--- config.mk ---
export PLATFORM = sky130hd
export DESIGN_NAME = load_store_unit
export DESIGN_NICKNAME = d
export VERILOG_FILES = /design/src/rtl/ls_pkg.sv /design/src/rtl/ls_lane_align.sv /design/src/rtl/load_store_unit.sv
export SDC_FILE = /design/constraint.sdc
export NUM_CORES = 1
export LEC_CHECK = 0
export ABC_AREA = 1
export CORE_MARGIN = 4
export CORE_UTILIZATION = 52
export DETAILED_ROUTE_END_ITERATION = 16
export GPL_TIMING_DRIVEN = 0
export PLACE_DENSITY = 0.9
export SLEW_MARGIN = 10
export SYNTH_ARGS = -nofsm -noshare
export SYNTH_HDL_FRONTEND = slang
export SYNTH_HIERARCHICAL = 1
export SYNTH_SLANG_ARGS = --single-unit
--- constraint.sdc ---
create_clock -name clk -period 6.7 [get_ports clk]
set_input_delay 1.34 -clock clk [delete_from_list [all_inputs] [get_ports clk]]
set_output_delay 1.34 -clock clk [all_outputs]
set_load 0.01 [all_outputs]
--- src/rtl/ls_pkg.sv ---
// Shared encodings for the load/store unit: op codes, FSM states, default address width.
package ls_pkg;

    localparam int LS_ADDR_BITS = 12;

    typedef enum logic [2:0] {
        OP_LB  = 3'd0,
        OP_LBU = 3'd1,
        OP_LH  = 3'd2,
        OP_LHU = 3'd3,
        OP_LW  = 3'd4,
        OP_SB  = 3'd5,
        OP_SH  = 3'd6,
        OP_SW  = 3'd7
    } ls_op_t;

    typedef enum logic [1:0] {
        ST_IDLE = 2'd0,
        ST_RD   = 2'd1,
        ST_WR   = 2'd2,
        ST_DONE = 2'd3
    } ls_state_t;

    function automatic logic op_is_load(input ls_op_t op);
        return op <= OP_LW;
    endfunction

    function automatic logic op_misaligned(input ls_op_t op, input logic [1:0] offset);
        logic mis;
        mis = 1'b0;
        case (op)
            OP_LH, OP_LHU, OP_SH: mis = offset[0];
            OP_LW, OP_SW:         mis = (offset != 2'b00);
            default:              mis = 1'b0;
        endcase
        return mis;
    endfunction

endpackage

--- src/rtl/ls_lane_align.sv ---
// Big-endian lane select/extend for loads and lane merge for byte/halfword stores.
// Purely combinational; no state, no handshake.
module ls_lane_align
    import ls_pkg::*;
(
    input  ls_op_t      op,
    input  logic [1:0]  offset,
    input  logic [31:0] rd_word,
    input  logic [31:0] wdata,
    output logic [31:0] load_val,
    output logic [31:0] store_word
);

    logic [7:0]  byte_v;
    logic [15:0] half_v;

    always_comb begin
        byte_v = rd_word[31:24];
        case (offset)
            2'd0: byte_v = rd_word[31:24];
            2'd1: byte_v = rd_word[23:16];
            2'd2: byte_v = rd_word[15:8];
            2'd3: byte_v = rd_word[7:0];
            default: byte_v = rd_word[31:24];
        endcase
        half_v = offset[1] ? rd_word[15:0] : rd_word[31:16];

        load_val = rd_word;
        case (op)
            OP_LB:   load_val = {{24{byte_v[7]}}, byte_v};
            OP_LBU:  load_val = {24'd0, byte_v};
            OP_LH:   load_val = {{16{half_v[15]}}, half_v};
            OP_LHU:  load_val = {16'd0, half_v};
            default: load_val = rd_word;
        endcase

        // Stores of less than a word keep the untouched lanes of the word just read.
        store_word = wdata;
        case (op)
            OP_SB: begin
                store_word = rd_word;
                case (offset)
                    2'd0: store_word[31:24] = wdata[7:0];
                    2'd1: store_word[23:16] = wdata[7:0];
                    2'd2: store_word[15:8]  = wdata[7:0];
                    2'd3: store_word[7:0]   = wdata[7:0];
                    default: store_word = rd_word;
                endcase
            end
            OP_SH: begin
                store_word = rd_word;
                if (offset[1]) store_word[15:0]  = wdata[15:0];
                else           store_word[31:16] = wdata[15:0];
            end
            default: store_word = wdata;
        endcase
    end

endmodule

--- src/rtl/load_store_unit.sv ---
// Load/store unit: loads and SW take 2 cycles after acceptance, SB/SH (read-modify-write) 3, misaligned 1.
// No backpressure: ls_req is sampled only in IDLE; requests while busy are dropped, not queued.
module load_store_unit
    import ls_pkg::*;
#(
    parameter int ADDR_BITS = LS_ADDR_BITS
) (
    input  logic        clk,
    input  logic        reset,
    input  logic        ls_req,
    input  logic [2:0]  ls_op,
    input  logic [31:0] ls_addr,
    input  logic [31:0] ls_wdata,
    output logic        ls_busy,
    output logic        ls_done,
    output logic [31:0] ls_rdata,
    output logic        ls_misalign,
    output logic        dm_cs,
    output logic        dm_rd,
    output logic        dm_wr,
    output logic [31:0] dm_addr,
    output logic [31:0] dm_din,
    input  logic [31:0] dm_dout
);

    ls_state_t              state, state_nx;
    ls_op_t                 op_q;
    logic [ADDR_BITS-1:0]   addr_q;
    logic [31:0]            wdata_q;
    logic                   mis_q;

    ls_op_t                 op_in;
    logic                   mis_in;
    logic [31:0]            word_addr;
    logic [31:0]            load_val;
    logic [31:0]            store_word;
    logic                   unused_addr_hi;

    assign op_in          = ls_op_t'(ls_op);
    assign mis_in         = op_misaligned(op_in, ls_addr[1:0]);
    assign word_addr      = 32'({addr_q[ADDR_BITS-1:2], 2'b00});
    assign unused_addr_hi = ^ls_addr[31:ADDR_BITS];

    ls_lane_align u_lane_align (
        .op         (op_q),
        .offset     (addr_q[1:0]),
        .rd_word    (dm_dout),
        .wdata      (wdata_q),
        .load_val   (load_val),
        .store_word (store_word)
    );

    always_ff @(posedge clk or posedge reset) begin
        if (reset) state <= ST_IDLE;
        else       state <= state_nx;
    end

    always_comb begin
        state_nx    = state;
        ls_busy     = (state != ST_IDLE);
        ls_done     = 1'b0;
        ls_misalign = 1'b0;
        dm_cs       = 1'b0;
        dm_rd       = 1'b0;
        dm_wr       = 1'b0;
        dm_addr     = 32'd0;
        dm_din      = 32'd0;
        case (state)
            ST_IDLE: begin
                if (ls_req) begin
                    if (mis_in)                 state_nx = ST_DONE;
                    else if (op_in == OP_SW)    state_nx = ST_WR;
                    else                        state_nx = ST_RD;
                end
            end
            ST_RD: begin
                dm_cs    = 1'b1;
                dm_rd    = 1'b1;
                dm_addr  = word_addr;
                state_nx = op_is_load(op_q) ? ST_DONE : ST_WR;
            end
            ST_WR: begin
                dm_cs    = 1'b1;
                dm_wr    = 1'b1;
                dm_addr  = word_addr;
                dm_din   = wdata_q;
                state_nx = ST_DONE;
            end
            ST_DONE: begin
                ls_done     = 1'b1;
                ls_misalign = mis_q;
                state_nx    = ST_IDLE;
            end
            default: state_nx = ST_IDLE;
        endcase
    end

    // wdata_q doubles as the merged write word once the RMW read has returned.
    always_ff @(posedge clk or posedge reset) begin
        if (reset) begin
            op_q     <= OP_LB;
            addr_q   <= '0;
            wdata_q  <= 32'd0;
            mis_q    <= 1'b0;
            ls_rdata <= 32'd0;
        end else begin
            case (state)
                ST_IDLE: begin
                    if (ls_req) begin
                        op_q    <= op_in;
                        addr_q  <= ls_addr[ADDR_BITS-1:0];
                        wdata_q <= ls_wdata;
                        mis_q   <= mis_in;
                        if (mis_in && op_is_load(op_in)) ls_rdata <= 32'd0;
                    end
                end
                ST_RD: begin
                    if (op_is_load(op_q)) ls_rdata <= load_val;
                    else                  wdata_q  <= store_word;
                end
                default: ;
            endcase
        end
    end

endmodule

### Word-level counts from Yosys, hierarchy flattened

Index checks and enable logic that the tools add are counted.
Widths: inputs -> output; s select.

* bits in registers: 82
* input port bits: 102
* output and inout port bits: 102
* logic and storage cells: 78

* magnitude comparators: 2
* equal/unequal tests: 23
* multiplexer cells: 30
* reduce and logical (&&, ||, !) cells: 15

Operator list (number)
* $mux 32: 6
* $pmux 32 s2: 3
* $pmux 32 s4: 1
* $mux 16: 3
* $mux 8: 4
* $pmux 8 s4: 1
* $eq 3x3->1 const B: 5
* $eq 3x2->1 const B: 4
* $mux 12: 1
* $eq 2x2->1 const B: 4
* $ne 2x2->1 const B: 4
* $pmux 2 s4: 1
* $reduce_and 4->1: 2
* $le 3x3->1 const B: 2
* $mux 1: 6
* $mux 2: 3
* $ne 3x3->1 const B: 2
* $reduce_and 6->1: 1
* $reduce_bool 2->1: 3
* $reduce_and 5->1: 1
* $eq 2x1->1 const B: 2
* $logic_not 2->1: 2
* $reduce_or 2->1: 2
* $eq 3x1->1 const B: 1
* 6 further kinds: 6

### Longest topological paths before layout

* depth in word-level cells: 7
* depth in mapped cells: 12
* gate-level depth less buffers: 11

### Hierarchy

Netlist, hierarchy kept.

By module, submodules not included
* load_store_unit: instances 1, cells an instance 604, area each 4440.5 um^2, seq. area each 2052.0 um^2
* ls_lane_align: instances 1, cells an instance 419, area each 2028.2 um^2, seq. area each 0.0 um^2

### Least setup slack after synthesis

OpenSTA, ideal clock, no wires.

* path type: reg-to-output
* start: register state[0]
* end: output dm_din[10]
* data arrival time: 1.340 ns
* required time: 5.360 ns
* slack: 4.020 ns
* stages on the path, launching flop included: 7
* buffers on the path: 2
* cells stage by stage: dfrtp_1 inv_1 ha_1 clkbuf_1 clkbuf_1 nand2_1 inv_1

* longest elaborated chain between the ends: 2

Ends and longest elaborated chain
* start, declared: line load_store_unit.sv:26 `ls_state_t state, state_nx;`
* start signal, assigned: line load_store_unit.sv:55 `else state <= state_nx;`
* $eq 2x2->1: line load_store_unit.sv:68 `case (state)`
* $mux 32: line load_store_unit.sv:68
* end, declared: line load_store_unit.sv:22 `output logic [31:0] dm_din,`

No other way between the ends.

### Worst setup path after layout

* start: register state[0]
* end: output dm_din[30]

The elaborated chain is that of the path after synthesis.

==> flow_summary.json <==
{
  "post_cts_resized": 0,
  "grt.overflow.total": 0,
  "grt_usage": 0.305,
  "grt_first_pass_wirelength_mm": 35.4,
  "rsz0062_at_grt": "false",
  "drt-initial-drc-count": 810,
  "grt_pass1_vias": 7185,
  "hp-class": "reg -> reg",
  "tns_ns": 0,
  "ys.flop_type": "dfrtp_1",
  "postCtsSetupBuffers": 0,
  "cp_data_required_time_ns": 5.36,
  "finalNetCount": 1324,
  "cts_tree": "done",
  "grt_max_degree": 44,
  "yosysSeqAreaShare": 0.317,
  "viasPerCell": 5.36,
  "postLayoutCoreUtil": 0.721,
  "p_leak_nw": 4.71,
  "timing.fmax_ghz": 0.255,
  "cts-root-buf": "clkbuf_16",
  "syn2layout_area_growth_pct": 34.9,
  "ys_warn_count": 6,
  "start_kind": "register",
  "mostFrequentLayoutCells": "nand2_1 (339), clkdlybuf4s50_1 (161), nand3_1 (125)",
  "slew-limit-headroom": 0.615,
  "synth_cell_types": 28,
  "min-delay-start": "ls_rdata[30]$_DFFE_PP0P_",
  "netlist_instances": 1023,
  "drive_above_1_share": 0.0900,
  "avgSynthCellArea_um2": 6.32,
  "async_flop_share": 1.00,
  "die_x_um": 120,
  "core_um2": 12100,
  "hpwl_mm": 16.9,
  "clock-sinks": 82,
  "fp.dieH_um": 120,
  "cts_made_buffers": 9,
  "die_area_um2": 14300,
  "synth_edf_count": 0,
  "timing_max_transition_violations_final": 0,
  "fillCellCount": 1056,
  "fin_crit_ns": 3.93,
  "firstDrtPassIters": 6,
  "crit_arrival_ns": 2.59,
  "clock_skew_ns": 0.00830,
  "dr_total_vias": 7450,
  "rows": 40,
  "worstSkewPairLatency_ns": 0.34,
  "clk_pin_slew_ns": 0.06,
  "antenna_found_initial": 1,
  "layout_commonest_cell": "nand2_1",
  "cp-end-kind": "primary output",
  "synth_area_um2": 6470,
  "wl_per_cell_um": 15.8,
  "timing.final.crit_share": 0.586,
  "clk_path_buf_depth": 2,
  "drc_errors": 0,
  "ant_nets": 0,
  "timing.rr.start": "addr_q[1]$_DFFE_PP0P_",
  "cp_max_fo": 10,
  "routed_wl_mm": 22.0,
  "powerDensity_nw_per_um2": 462,
  "path_class": "reg -> out",
  "antenna_cells": 0,
  "setup.worst_path.start": "state[0]$_DFFE_PP0P_",
  "outcome": "complete, no violations",
  "floorplan.initialDensity": 0.534,
  "gp_congestion": 1.05,
  "vdd_drop_max_v": 0.000324,
  "tightest_slew_ns": 0.578,
  "drv_cap": 0,
  "ys_seq_elements": 82,
  "hold_viol_final": 0,
  "io_pins": 204,
  "cts-htree-levels": 3,
  "numPortBuffers": 161,
  "setup_viol": 0,
  "ctsHoldBuffers": 0
}
[logic make-up after synthesis]
group	share of synthesized area
DFF	0.317
AOI/OAI and AO/OA	0.156
adders and majority gates	0.00967
other	0.000580
and+or+nand+nor	0.362
buffers and inverters	0.154
[per-layer routing]
metal	GRT usage	routed length, µm	vias up
met1	0.398	8990	3377
met3	0.0688	2270	72
met2	0.487	9850	391
met4	0.133	827	2
li1	-	-	3608
met5	0	13	-
[Yosys cell counts (2+ instances only)]
cell type,number,area share
o21a_1,33,0.038
inv_1,119,0.069
nor2_4,2,0.0035
ha_1,5,0.0097
o211ai_1,49,0.057
nor3_1,8,0.0062
o21ai_0,23,0.018
dfrtp_1,82,0.32
nand2_2,6,0.0058
nand3_1,125,0.097
clkbuf_1,12,0.0070
buf_4,28,0.032
a21oi_1,22,0.017
inv_2,9,0.0052
o21ai_1,33,0.026
buf_6,7,0.012
nor2_1,75,0.044
nand2_1,339,0.20
buf_2,36,0.028
and2_1,2,0.0019
[worst max-delay path: stages, from the launching register on]
cell and delay, ns:
dfrtp_1 0.42, inv_1 0.12, ha_1 0.18, clkbuf_1 0.34, clkbuf_1 0.46, nand2_1 0.12, inv_1 0.08, clkdlybuf4s50_1 0.53
[path summary, 6_finish.rpt]
check	cells after the start	slack [ns]	to
setup / recovery	7	2.77	dm_din[30]
min in group asynchronous	2	1.38	ls_rdata[3]$_DFFE_PP0P_
max in group asynchronous	3	4.70	wdata_q[19]$_DFFE_PP0P_
hold / removal	2	0.47	ls_rdata[30]$_DFFE_PP0P_
hold reg to reg	2	0.47	ls_rdata[30]$_DFFE_PP0P_
setup reg to reg	7	4.76	wdata_q[29]$_DFFE_PP0P_
[per-stage QoR]
| step | power [mW] | hold WS, ns | instances | area (µm²) | setup slack (ns) |
|---|---|---|---|---|---|
| CTS | 3.98 | 0.474 | 1390 | 8730 | 2.78 |
| global placement | 3.35 | 0.456 | 1373 | 8370 | 2.05 |
| floorplan | 2.50 | 0.449 | 1044 | 6550 | 3.25 |
| detailed placement | 3.41 | 0.459 | 1374 | 8390 | 3.17 |
| finish | 4.03 | 0.472 | 1390 | 8730 | 2.77 |
| global route | 4.34 | 0.499 | 1390 | 8730 | 2.63 |
[sequential cells by signal (all words and copies together), names as in the netlist]
signal,flops
mis_q,1
ls_rdata,32
op_q,3
wdata_q,32
state,2
addr_q,12
[where the power goes]
group	internal, mW	switching, mW	leakage, nW
registers	0.688	0.233	1.00
clock network	0.341	0.216	0.161
logic	1.05	1.50	3.55
total	2.08	1.95	4.71
[layout make-up]
type / instances / area (µm²) / area share
inverter: 129 / 487 / 0.0558
buffer: 83 / 514 / 0.0589
sequential: 82 / 2050 / 0.235
tap: 168 / 210 / 0.0241
timing repair buffer: 162 / 1630 / 0.187
multi-input combinational: 750 / 3500 / 0.401
clock buffer: 10 / 239 / 0.0274
clock inverter: 6 / 96.3 / 0.0110
Note: power is estimated with default switching activity, not from simulation.
